<file path="config.mk">
export PLATFORM = sky130hd
export DESIGN_NAME = poly_tone_gen
export DESIGN_NICKNAME = d
export VERILOG_FILES = /design/src/rtl/poly_tone_gen.sv
export SDC_FILE = /design/constraint.sdc
export NUM_CORES = 1
export LEC_CHECK = 0
export ABC_AREA = 1
export CAP_MARGIN = 20
export CORE_MARGIN = 2
export CORE_UTILIZATION = 60
export DETAILED_ROUTE_END_ITERATION = 12
export GPL_TIMING_DRIVEN = 0
export PLACE_DENSITY = 0.94
export SETUP_SLACK_MARGIN = 0.2
export SLEW_MARGIN = 5
export SYNTH_ARGS = -nofsm -noshare
export SYNTH_HDL_FRONTEND = slang
export SYNTH_SLANG_ARGS = --single-unit
</file>
<file path="constraint.sdc">
create_clock -name clk -period 6 [get_ports clk]
set_input_delay 0.9 -clock clk [delete_from_list [all_inputs] [get_ports clk]]
set_output_delay 0.9 -clock clk [all_outputs]
set_load 0.02 [all_outputs]
</file>
<file path="src/rtl/poly_tone_gen.sv">
// Polyphonic game tone generator: NUM_VOICES independent square/sawtooth voices,
// mixed with saturation into a registered DAC code.
module poly_tone_gen #(
  parameter int DAC_W      = 7,
  parameter int NUM_VOICES = 2,
  parameter int PER_W      = 9,
  parameter int DUR_W      = 16
) (
  input  logic                        clk,
  input  logic                        nRst,
  input  logic [NUM_VOICES-1:0]       trig,
  input  logic [NUM_VOICES*PER_W-1:0] period,
  input  logic [NUM_VOICES*DUR_W-1:0] duration,
  input  logic [NUM_VOICES-1:0]       wave_sel,
  input  logic                        mute,
  output logic [NUM_VOICES-1:0]       busy,
  output logic [NUM_VOICES-1:0]       done,
  output logic [DAC_W-1:0]            dacCount
);

  localparam int SUM_W = DAC_W + $clog2(NUM_VOICES) + 1;
  localparam logic [DAC_W-1:0] FULL_SCALE = '1;

  typedef enum logic {IDLE = 1'b0, PLAY = 1'b1} voice_state_t;

  logic [DAC_W-1:0] sample [NUM_VOICES];

  genvar gi;
  generate
    for (gi = 0; gi < NUM_VOICES; gi++) begin : g_voice
      voice_state_t     state_reg, state_next;
      logic [PER_W-1:0] per_reg, per_next;
      logic [PER_W-1:0] phase_reg, phase_next;
      logic [DUR_W-1:0] remaining_reg, remaining_next;
      logic             wave_reg, wave_next;
      logic             level_reg, level_next;
      logic [DAC_W-1:0] ramp_reg, ramp_next;
      logic             done_reg, done_next;
      logic [PER_W-1:0] per_in;
      logic [DUR_W-1:0] dur_in;
      logic             valid_trig;
      logic             tick;

      assign per_in     = period[gi*PER_W +: PER_W];
      assign dur_in     = duration[gi*DUR_W +: DUR_W];
      assign valid_trig = trig[gi] && (per_in != '0) && (dur_in != '0);
      assign tick       = (phase_reg == per_reg - PER_W'(1));

      always_ff @(posedge clk or posedge nRst) begin
        if (nRst) begin
          state_reg     <= IDLE;
          per_reg       <= '0;
          phase_reg     <= '0;
          remaining_reg <= '0;
          wave_reg      <= 1'b0;
          level_reg     <= 1'b0;
          ramp_reg      <= '0;
          done_reg      <= 1'b0;
        end else begin
          state_reg     <= state_next;
          per_reg       <= per_next;
          phase_reg     <= phase_next;
          remaining_reg <= remaining_next;
          wave_reg      <= wave_next;
          level_reg     <= level_next;
          ramp_reg      <= ramp_next;
          done_reg      <= done_next;
        end
      end

      always_comb begin
        state_next     = state_reg;
        per_next       = per_reg;
        phase_next     = phase_reg;
        remaining_next = remaining_reg;
        wave_next      = wave_reg;
        level_next     = level_reg;
        ramp_next      = ramp_reg;
        done_next      = 1'b0;
        if (valid_trig) begin
          // A valid trigger (re)starts the note from either state.
          state_next     = PLAY;
          per_next       = per_in;
          remaining_next = dur_in;
          wave_next      = wave_sel[gi];
          phase_next     = '0;
          level_next     = 1'b1;
          ramp_next      = '0;
        end else if (state_reg == PLAY) begin
          if (remaining_reg == DUR_W'(1)) begin
            state_next = IDLE;
            done_next  = 1'b1;
          end else begin
            remaining_next = remaining_reg - DUR_W'(1);
          end
          // Both waveforms advance together; the sample mux picks one.
          if (tick) begin
            phase_next = '0;
            level_next = ~level_reg;
            ramp_next  = ramp_reg + DAC_W'(1);
          end else begin
            phase_next = phase_reg + PER_W'(1);
          end
        end
      end

      assign busy[gi]   = (state_reg == PLAY);
      assign done[gi]   = done_reg;
      assign sample[gi] = (state_reg != PLAY) ? '0 :
                          (wave_reg ? ramp_reg : {DAC_W{level_reg}});
    end
  endgenerate

  logic [SUM_W-1:0] mix_sum;
  logic [DAC_W-1:0] mix_sat;
  logic [DAC_W-1:0] dac_reg;

  always_comb begin
    mix_sum = '0;
    for (int v = 0; v < NUM_VOICES; v++) begin
      mix_sum = mix_sum + SUM_W'(sample[v]);
    end
    mix_sat = (mix_sum > SUM_W'(FULL_SCALE)) ? FULL_SCALE : mix_sum[DAC_W-1:0];
  end

  always_ff @(posedge clk or posedge nRst) begin
    if (nRst) begin
      dac_reg <= '0;
    end else begin
      dac_reg <= mute ? '0 : mix_sat;
    end
  end

  assign dacCount = dac_reg;

endmodule

</file>
[Word level (Yosys, flattened, before mapping)]
Cells that the tools add are included.
Cells by class
  multiply operators: 0
  divide/modulo/power cells: 0
  add/sub/neg operators: 9
  multiplexer cells: 42
  equality and inequality tests: 6
  bitwise gates (word level): 2
  order comparisons: 1
  shift-type cells: 0
  reductions and logical operators: 16
Operators with widths (count)
  16-bit two-way mux: 6
  7-bit two-way mux: 12
  9-bit two-way mux: 6
  16-bit by 1-bit equality test with 1-bit output, second input constant: 2
  16-bit nonzero test: 2
  16-bit by 1-bit subtractor with 16-bit output, second input constant: 2
  9-bit by 1-bit adder with 9-bit output, second input constant: 2
  9-bit equality test: 2
  1-bit two-way mux: 18
  9-bit nonzero test: 2
  9-bit by 1-bit subtractor with 9-bit output, second input constant: 2
  7-bit by 1-bit adder with 7-bit output, second input constant: 2
  7-bit by 7-bit adder with 8-bit output: 1
  8-bit by 7-bit > comparator with 1-bit output, second input constant: 1
  2-bit AND reduction: 4
  2-bit nonzero test: 4
  1-bit logical AND: 4
  2-bit != test, second input constant: 2
  1-bit inverter: 2
Storage, ports and cells
  bits in read-only memories: 0
  latch bits: 0
  RAM bits: 0
  memories: 0
  output and inout port bits: 11
  bits in registers: 97
  input bits: 57

[Longest topological paths before layout]
Gate-level depths: netlist (run 1).
  word-level depth: 6
  depth in mapped cells: 14
  mapped depth without buffers: 14

[Worst setup path after synthesis (run 1)]
No wires, ideal clock.
  path kind: flip-flop to flip-flop
  start: register g_voice[1].wave_reg
  end: register dac_reg[6], in the netlist dacCount[6]
  buffers on the path: 1
  setup slack: 3732 ps
  stages on the path, launching flop included: 15
  arrival: 2190 ps
  cells stage by stage: dfrtp_1 > clkbuf_1 > inv_1 > nand2_1 > a21oi_1 > ha_1 > inv_1 > fa_1 > o21ai_0 > nand2_1 > a21boi_0 > nor2_1 > nand2_1 > nand2_1 > a21oi_1
On the way
  cells in the longest elaborated chain, start to end: 6
RTL lines
  from (decl): RTL line 35  | logic wave_reg, wave_next;
  from (signal assigned): RTL line 64  | wave_reg <= wave_next;
  7-bit two-way mux (*): RTL line 110  | (wave_reg ? ramp_reg : {DAC_W{level_reg}});
  7-bit two-way mux (*): RTL line 109  | assign sample[gi] = (state_reg != PLAY) ? '0 :
  7-bit by 7-bit adder with 8-bit output (*): RTL line 121  | mix_sum = mix_sum + SUM_W'(sample[v]);
  8-bit by 7-bit > comparator with 1-bit output: RTL line 123  | mix_sat = (mix_sum > SUM_W'(FULL_SCALE)) ? FULL_SCALE : mix_sum[DAC_W-1:0];
  7-bit two-way mux (*): RTL line 123
  7-bit two-way mux (*): RTL line 130  | dac_reg <= mute ? '0 : mix_sat;
  to (signal assigned): RTL line 130
  to (decl): RTL line 116  | logic [DAC_W-1:0] dac_reg;
Every way passes the cells marked *; elsewhere a longest branch is shown, timed or not.
A chain may end at the register's enable or synchronous reset.

[Worst setup path in the final report (run 1)]
  start: register g_voice[0].wave_reg
  end: register dac_reg[6], in the netlist dacCount[6]
On the way
  cells in the longest elaborated chain, start to end: 6
RTL lines (RTL line)
  from (decl): 35
  from (signal assigned): 64
  7-bit two-way mux (*): 110
  7-bit two-way mux (*): 109
  7-bit by 7-bit adder with 8-bit output (*): 121
  8-bit by 7-bit > comparator with 1-bit output: 123
  7-bit two-way mux (*): 123
  7-bit two-way mux (*): 130
Marked as above.

==> results of run 1 <==
stage by stage:
stage / worst slack (ps) / hold slack (ps) / instances / util
after floorplan: 2570 / 442 / 965 / -
after global placement: 1120 / 454 / 1172 / 0.688
after detailed placement: 3160 / 467 / 1173 / 0.691
after CTS: 3370 / 488 / 1187 / 0.709
after global routing: 3010 / 537 / 1187 / 0.709
final: 3370 / 488 / 1187 / 0.709
cells by family after synthesis:
group                    Yosys count  synth area share
XOR/XNOR                          37            0.0492
flip-flops                        97             0.369
AO/OA/AOI/OAI                    133             0.109
adder cells (fa/ha/maj)           18            0.0354
AND/OR/NAND/NOR                  539             0.350
buffers and inverters            141            0.0874
worst max-delay path, stage by stage (launching register included):
cell and delay, ps:
dfrtp_1 360, clkbuf_1 190, nor2_1 170, inv_1 120, a21oi_1 180, ha_1 200, inv_1 60, fa_1 390
o21ai_0 320, nand2_1 80, a21boi_0 210, nor2_1 60, nand2_1 60, nand2_1 50, a21oi_1 120
report_power, final:
group,switching (mW),internal [mW],total [mW]
registers,0.0532,0.712,0.765
logic,0.271,0.195,0.466
clock network,0.226,0.231,0.457
total,0.550,1.14,1.69
placed cells by master (no fill, tap or decap), types with 5 or more instances in the layout:
master / n
o21ai_1: 5
xnor2_1: 13
buf_2: 15
nand4_1: 22
clkbuf_8: 9
nor3_1: 12
nand2_1: 293
nand3_1: 65
clkdlybuf4s50_1: 67
ha_1: 17
nor2_2: 12
inv_1: 108
o211ai_1: 9
buf_4: 5
a21oi_1: 32
o22ai_1: 11
dfrtp_1: 97
o21ai_0: 68
nor2_1: 115
clkbuf_1: 8
xor2_1: 24
layout make-up:
type                    instances  area share
multi-input cells             727       0.467
flip-flops and latches         97       0.317
repair buffers                 68      0.0912
inverters                     113      0.0557
well taps                     140      0.0229
plain buffers                  28      0.0198
clock buffers                  11      0.0172
clock inverters                 3     0.00882
worst paths after layout:
path / start / endpoint / slack, ps / depth (start not counted)
worst max-delay path: g_voice[0].wave_reg / dacCount[6] / 3370 / 14
worst min-delay path: g_voice[0].level_reg / g_voice[0].level_reg / 490 / 2
worst max register to register: g_voice[0].wave_reg / dacCount[6] / 3370 / 14
worst min register to register: g_voice[0].level_reg / g_voice[0].level_reg / 490 / 2
max in group asynchronous: nRst / g_voice[0].per_reg[6] / 4400 / 3
min in group asynchronous: nRst / g_voice[1].remaining_reg[6] / 940 / 2
routing by layer:
layer | track usage | vias to the layer above | part of all wire
li1 | - | 3263 | -
met1 | 0.398 | 3040 | 0.44
met2 | 0.462 | 209 | 0.48
met3 | 0.0317 | 27 | 0.057
met4 | 0.106 | 0 | 0.018
met5 | 0 | - | 0
==> impl_metrics.csv, run 1 <==
group,metric,value,unit
die,ios,68,
routing,vias_per_cell,5.51,
yosys,synth_fp_nets,1040,
final_layout,multi_input_area,0.00358,mm²
critical_path,worstPathArrival,2940,ps
cts,cts_tree,"built",
die,start_util,0.610,
yosys,ys_top_cells_by_count,"293 x nand2_1, 115 x nor2_1, 109 x inv_1, 97 x dfrtp_1, 68 x o21ai_0",
sta,fmax,0.380,GHz
routing,via_count,6539,
yosys,yosys_most_used_dff,"dfrtp_1",
routing,drtIter0Drc,474,
place,gp_congestion,0.911,
final_layout,largest_register_ffs,32,
yosys,netlist-cell-type-count,39,
yosys,yosysSeqAreaShare,0.369,
place,portBuffers,67,
cts,cts.sinks,97,
routing,drc,0,
yosys,ys_ff_latch,97,
power_and_ir_drop,leakage,3.72,nW
sta,rsz0062_at_grt,"false",
cts,cts_hold_buf,0,
final_layout,fill_cells,845,
cts,cts-resized-gates,0,
sta,finalSetupViolCount,0,
routing,dr.pass1.iters,6,
yosys,synth_edf_count,0,
yosys,yosys.cell_count.top_type,"nand2_1",
sta,finalMaxSlewViolations,0,
global_route,grt_pass1_vias,6072,
die,fp-row-count,38,
cts,insertion_delay,370,ps
cts,cts_made_buffers,9,
place,postPlaceCellArea,0.00746,mm²
critical_path,required,6300,ps
sta,tightest_slew,574,ps
sta,fin_skew,15.2,ps
power_and_ir_drop,p_total,1.69,mW
cts,clk_pin_slew,100,ps
global_route,grt_pass1_wl,27100,µm
global_route,grt_overflow,0,
final_layout,syn2layout_area_growth,16.3,%
place,place_hpwl,11900,µm
power_and_ir_drop,p_per_area,220,mW/mm²
cts,htree_levels,3,
critical_path,critical_path_class,"reg -> reg",
min_path,holdCritPathClass,"reg -> reg",
global_route,grtUsageTotal,0.286,
die,die_h,109,µm
die,coreArea,0.0108,mm²
power_and_ir_drop,peakVddDrop,0.128,mV
cts,clk_path_buf_depth,2,
critical_path,end_kind,"flip-flop",
critical_path,start_kind,"flip-flop",
yosys,synth.cell_area,0.00658,mm²
final_layout,final_nets,1119,
cts,root_buffer,"clkbuf_8",
yosys,ys_async_sr_fraction,1.00,
job,cap_viol_max_count,0,
sta,maxSlewHeadroom,0.617,
yosys,yosys_warnings,0,
yosys,synth_area_per_cell,6.82,µm²
die,dieArea,0.0118,mm²
routing,routed_wl,16000,µm
sta,timing.setup.tns,0,ps
die,die_x,109,µm
yosys,synth_largest_area_cell,"dfrtp_1",
outcome,outcome,"complete, no violations",
yosys,synthCells,965,
sta,hold_viol,0,
routing,wl_per_cell,13.5,µm
sta,finalCritPeriodShare,0.439,
final_layout,antenna_cells,0,
sta,fin_crit,2630,ps
final_layout,drive_gt1_frac,0.0630,
routing,ant_nets,0,
final_layout,seq_area,0.00243,mm²
global_route,antenna_found_initial,0,
global_route,grt_max_degree,56,
critical_path,path_max_fanout,9,
yosys,synthTopCellsByArea,"dfrtp_1 37%, nand2_1 17%, nor2_1 6.6%, inv_1 6.2%, o21ai_0 5.2%",
cts,postCtsSetupRepairBufs,0,
yosys,synth_top_area_share,0.369,
final_layout,stdcell_area,0.00766,mm²
Note: power is estimated with default switching activity, not from simulation.
==> run 2, diff against run 1 <==
- CORE_UTILIZATION: 60 -> 58
- PLACE_DENSITY: 0.94 -> 0.91
- clock period: 6 -> 2.65 ns (I/O delays scaled with it)
==> run 2 against run 1 <==
Via count is 0.52% higher. Worst hold slack lost 26 ps. Clock skew is 6.2 ps lower. Combinational power is 140% higher. Wire length rose by 0.71%. First-iteration DRC count decreased by 13%. Utilization increased by 0.56 points. Largest cell class unchanged.
==> impl_metrics.csv, run 2 (same netlist as run 1, synthesis figures left out) <==
group,metric,value,unit
die,fp-row-count,38,
cts,root_buffer,"clkbuf_16",
die,dieArea,0.0122,mm²
sta,finalSetupViolCount,0,
power_and_ir_drop,leakage,3.80,nW
cts,htree_levels,3,
final_layout,drive_gt1_frac,0.0827,
sta,fin_crit,2280,ps
sta,tightest_slew,574,ps
die,ios,68,
power_and_ir_drop,p_clk_frac,0.319,
critical_path,required,2920,ps
critical_path,worstPathArrival,2560,ps
die,start_util,0.602,
die,coreArea,0.0109,mm²
cts,cts_tree,"built",
final_layout,mostFrequentLayoutCell,"nand2_1",
cts,cts.sinks,97,
routing,routed_wl,16100,µm
die,die_h,111,µm
sta,finalCritPeriodShare,0.862,
routing,drc,0,
sta,worst_slack,365,ps
power_and_ir_drop,swShare,0.322,
global_route,grt_pass1_vias,6246,
final_layout,antenna_cells,0,
sta,finalMaxSlewViolations,0,
place,place_ws,30.8,ps
routing,wl_per_cell,13.5,µm
global_route,grt_overflow,0,
routing,ant_nets,0,
routing,vias_per_cell,5.51,
final_layout,fin_cells,1192,
sta,fin_skew,8.98,ps
sta,maxSlewHeadroom,0.617,
routing,drtIter0Drc,412,
global_route,grtUsageTotal,0.268,
sta,rsz0062_at_grt,"false",
die,die_x,111,µm
power_and_ir_drop,power.share.sequential,0.416,
cts,clk_pin_slew,70,ps
power_and_ir_drop,switchingPower,1.35,mW
cts,clk_path_buf_depth,2,
final_layout,final_nets,1122,
sta,timing.setup.tns,0,ps
cts,cts_hold_buf,0,
critical_path,start_kind,"flip-flop",
sta,fmax,0.438,GHz
final_layout,layout_common_cells,"292 x nand2_1, 114 x nor2_1, 106 x inv_1",
cts,insertion_delay,350,ps
routing,via_count,6573,
place,portBuffers,67,
power_and_ir_drop,p_per_area,534,mW/mm²
power_and_ir_drop,combPwrFrac,0.265,
global_route,antenna_found_initial,0,
critical_path,critical_path_class,"reg -> reg",
final_layout,largest_register_ffs,32,
critical_path,end_kind,"flip-flop",
routing,dr.pass1.iters,5,
place,gp_congestion,0.908,
power_and_ir_drop,peakVddDrop,0.331,mV
job,cap_viol_max_count,0,
critical_path,path_max_fanout,8,
global_route,grt_pass1_wl,27900,µm
global_route,grt_max_degree,41,
outcome,outcome,"complete, no violations",
power_and_ir_drop,intPower,2.83,mW
place,dpl.cell_count,1174,
final_layout,syn2layout_area_growth,18.8,%
cts,cts_made_buffers,9,
sta,hold_viol,0,
place,place_hpwl,11800,µm
min_path,holdCritPathClass,"in -> async",
run 2: changes by cell type in the layout (fill, tap and decap cells not counted), sizes merged:
| cell | change |
|---|---|
| buf | +3 |
| bufinv | -1 |
| clkbuf | -1 |
| clkinv | +3 |
| clkinvlp | +2 |
| inv | -1 |
run 2: final timing paths:
path	start	end	slack, ps	cells past startpoint
max	g_voice[1].wave_reg	dacCount[6]	370	14
min	nRst	g_voice[1].phase_reg[5]	460	2
max reg2reg	g_voice[1].wave_reg	dacCount[6]	370	14
min reg2reg	g_voice[0].level_reg	g_voice[0].level_reg	480	2
max in group asynchronous	nRst	g_voice[1].state_reg	1600	3
min in group clk	g_voice[0].level_reg	g_voice[0].level_reg	480	2
run 2: area by class of cell:
cell class / instances / area, µm²
multi-input combinational: 727 / 3610
fill: 869 / 3120
sequential: 97 / 2430
timing repair buffer: 71 / 726
inverter: 113 / 432
clock buffer: 10 / 239
tap: 140 / 175
buffer: 28 / 154
clock inverter: 6 / 57.6
run 2: routing by layer:
metal  global-route usage  vias up  part of all wire
li1                     -     3272                 -
met1                0.368     3021              0.44
met2                0.435      245              0.47
met3               0.0291       35             0.062
met4                0.112        0             0.023
met5                    0        -                 0
run 2: through the flow:
step	cell area [µm²]	utilization	power (mW)	hold WS, ps
final	7820	0.715	4.17	462
after global routing	7820	0.715	4.40	522
after CTS	7770	0.711	4.13	480
after detailed placement	7470	0.683	2.80	468
after global placement	7430	0.680	2.76	454
after floorplan	6590	-	2.45	442
run 2: worst max-delay path, stage by stage, from the launching register on:
cell	delay, ps
dfrtp_1	360
clkbuf_2	170
inv_1	110
nand2_2	110
a21oi_1	160
ha_1	200
inv_1	70
fa_2	350
o21ai_2	160
nand2_1	90
a21boi_2	150
nor2_1	50
nand2_1	60
nand2_1	50
a21oi_1	120
run 2: power by group through the flow:
stage / logic, mW / registers [mW] / clock network [mW]
final: 1.11 / 1.74 / 1.33
after CTS: 1.06 / 1.73 / 1.33
after floorplan: 0.680 / 1.77 / 0
after detailed placement: 1.05 / 1.76 / 0
after global routing: 1.26 / 1.75 / 1.39
after global placement: 1.01 / 1.75 / 0
run 2: what timing repair did:
item                       in CTS  in global routing
pin swaps                       0                  1
setup buffers                   0                  2
hold endpoints to repair        0                  0
setup endpoints to repair       1                  7
gates resized for setup         4                 13
==> run 3, diff against run 2 <==
- CTS_CLUSTER_DIAMETER: not set -> 50
==> results of run 3 <==
Same layout as run 2: the final DEF is identical, and so are final timing and power.
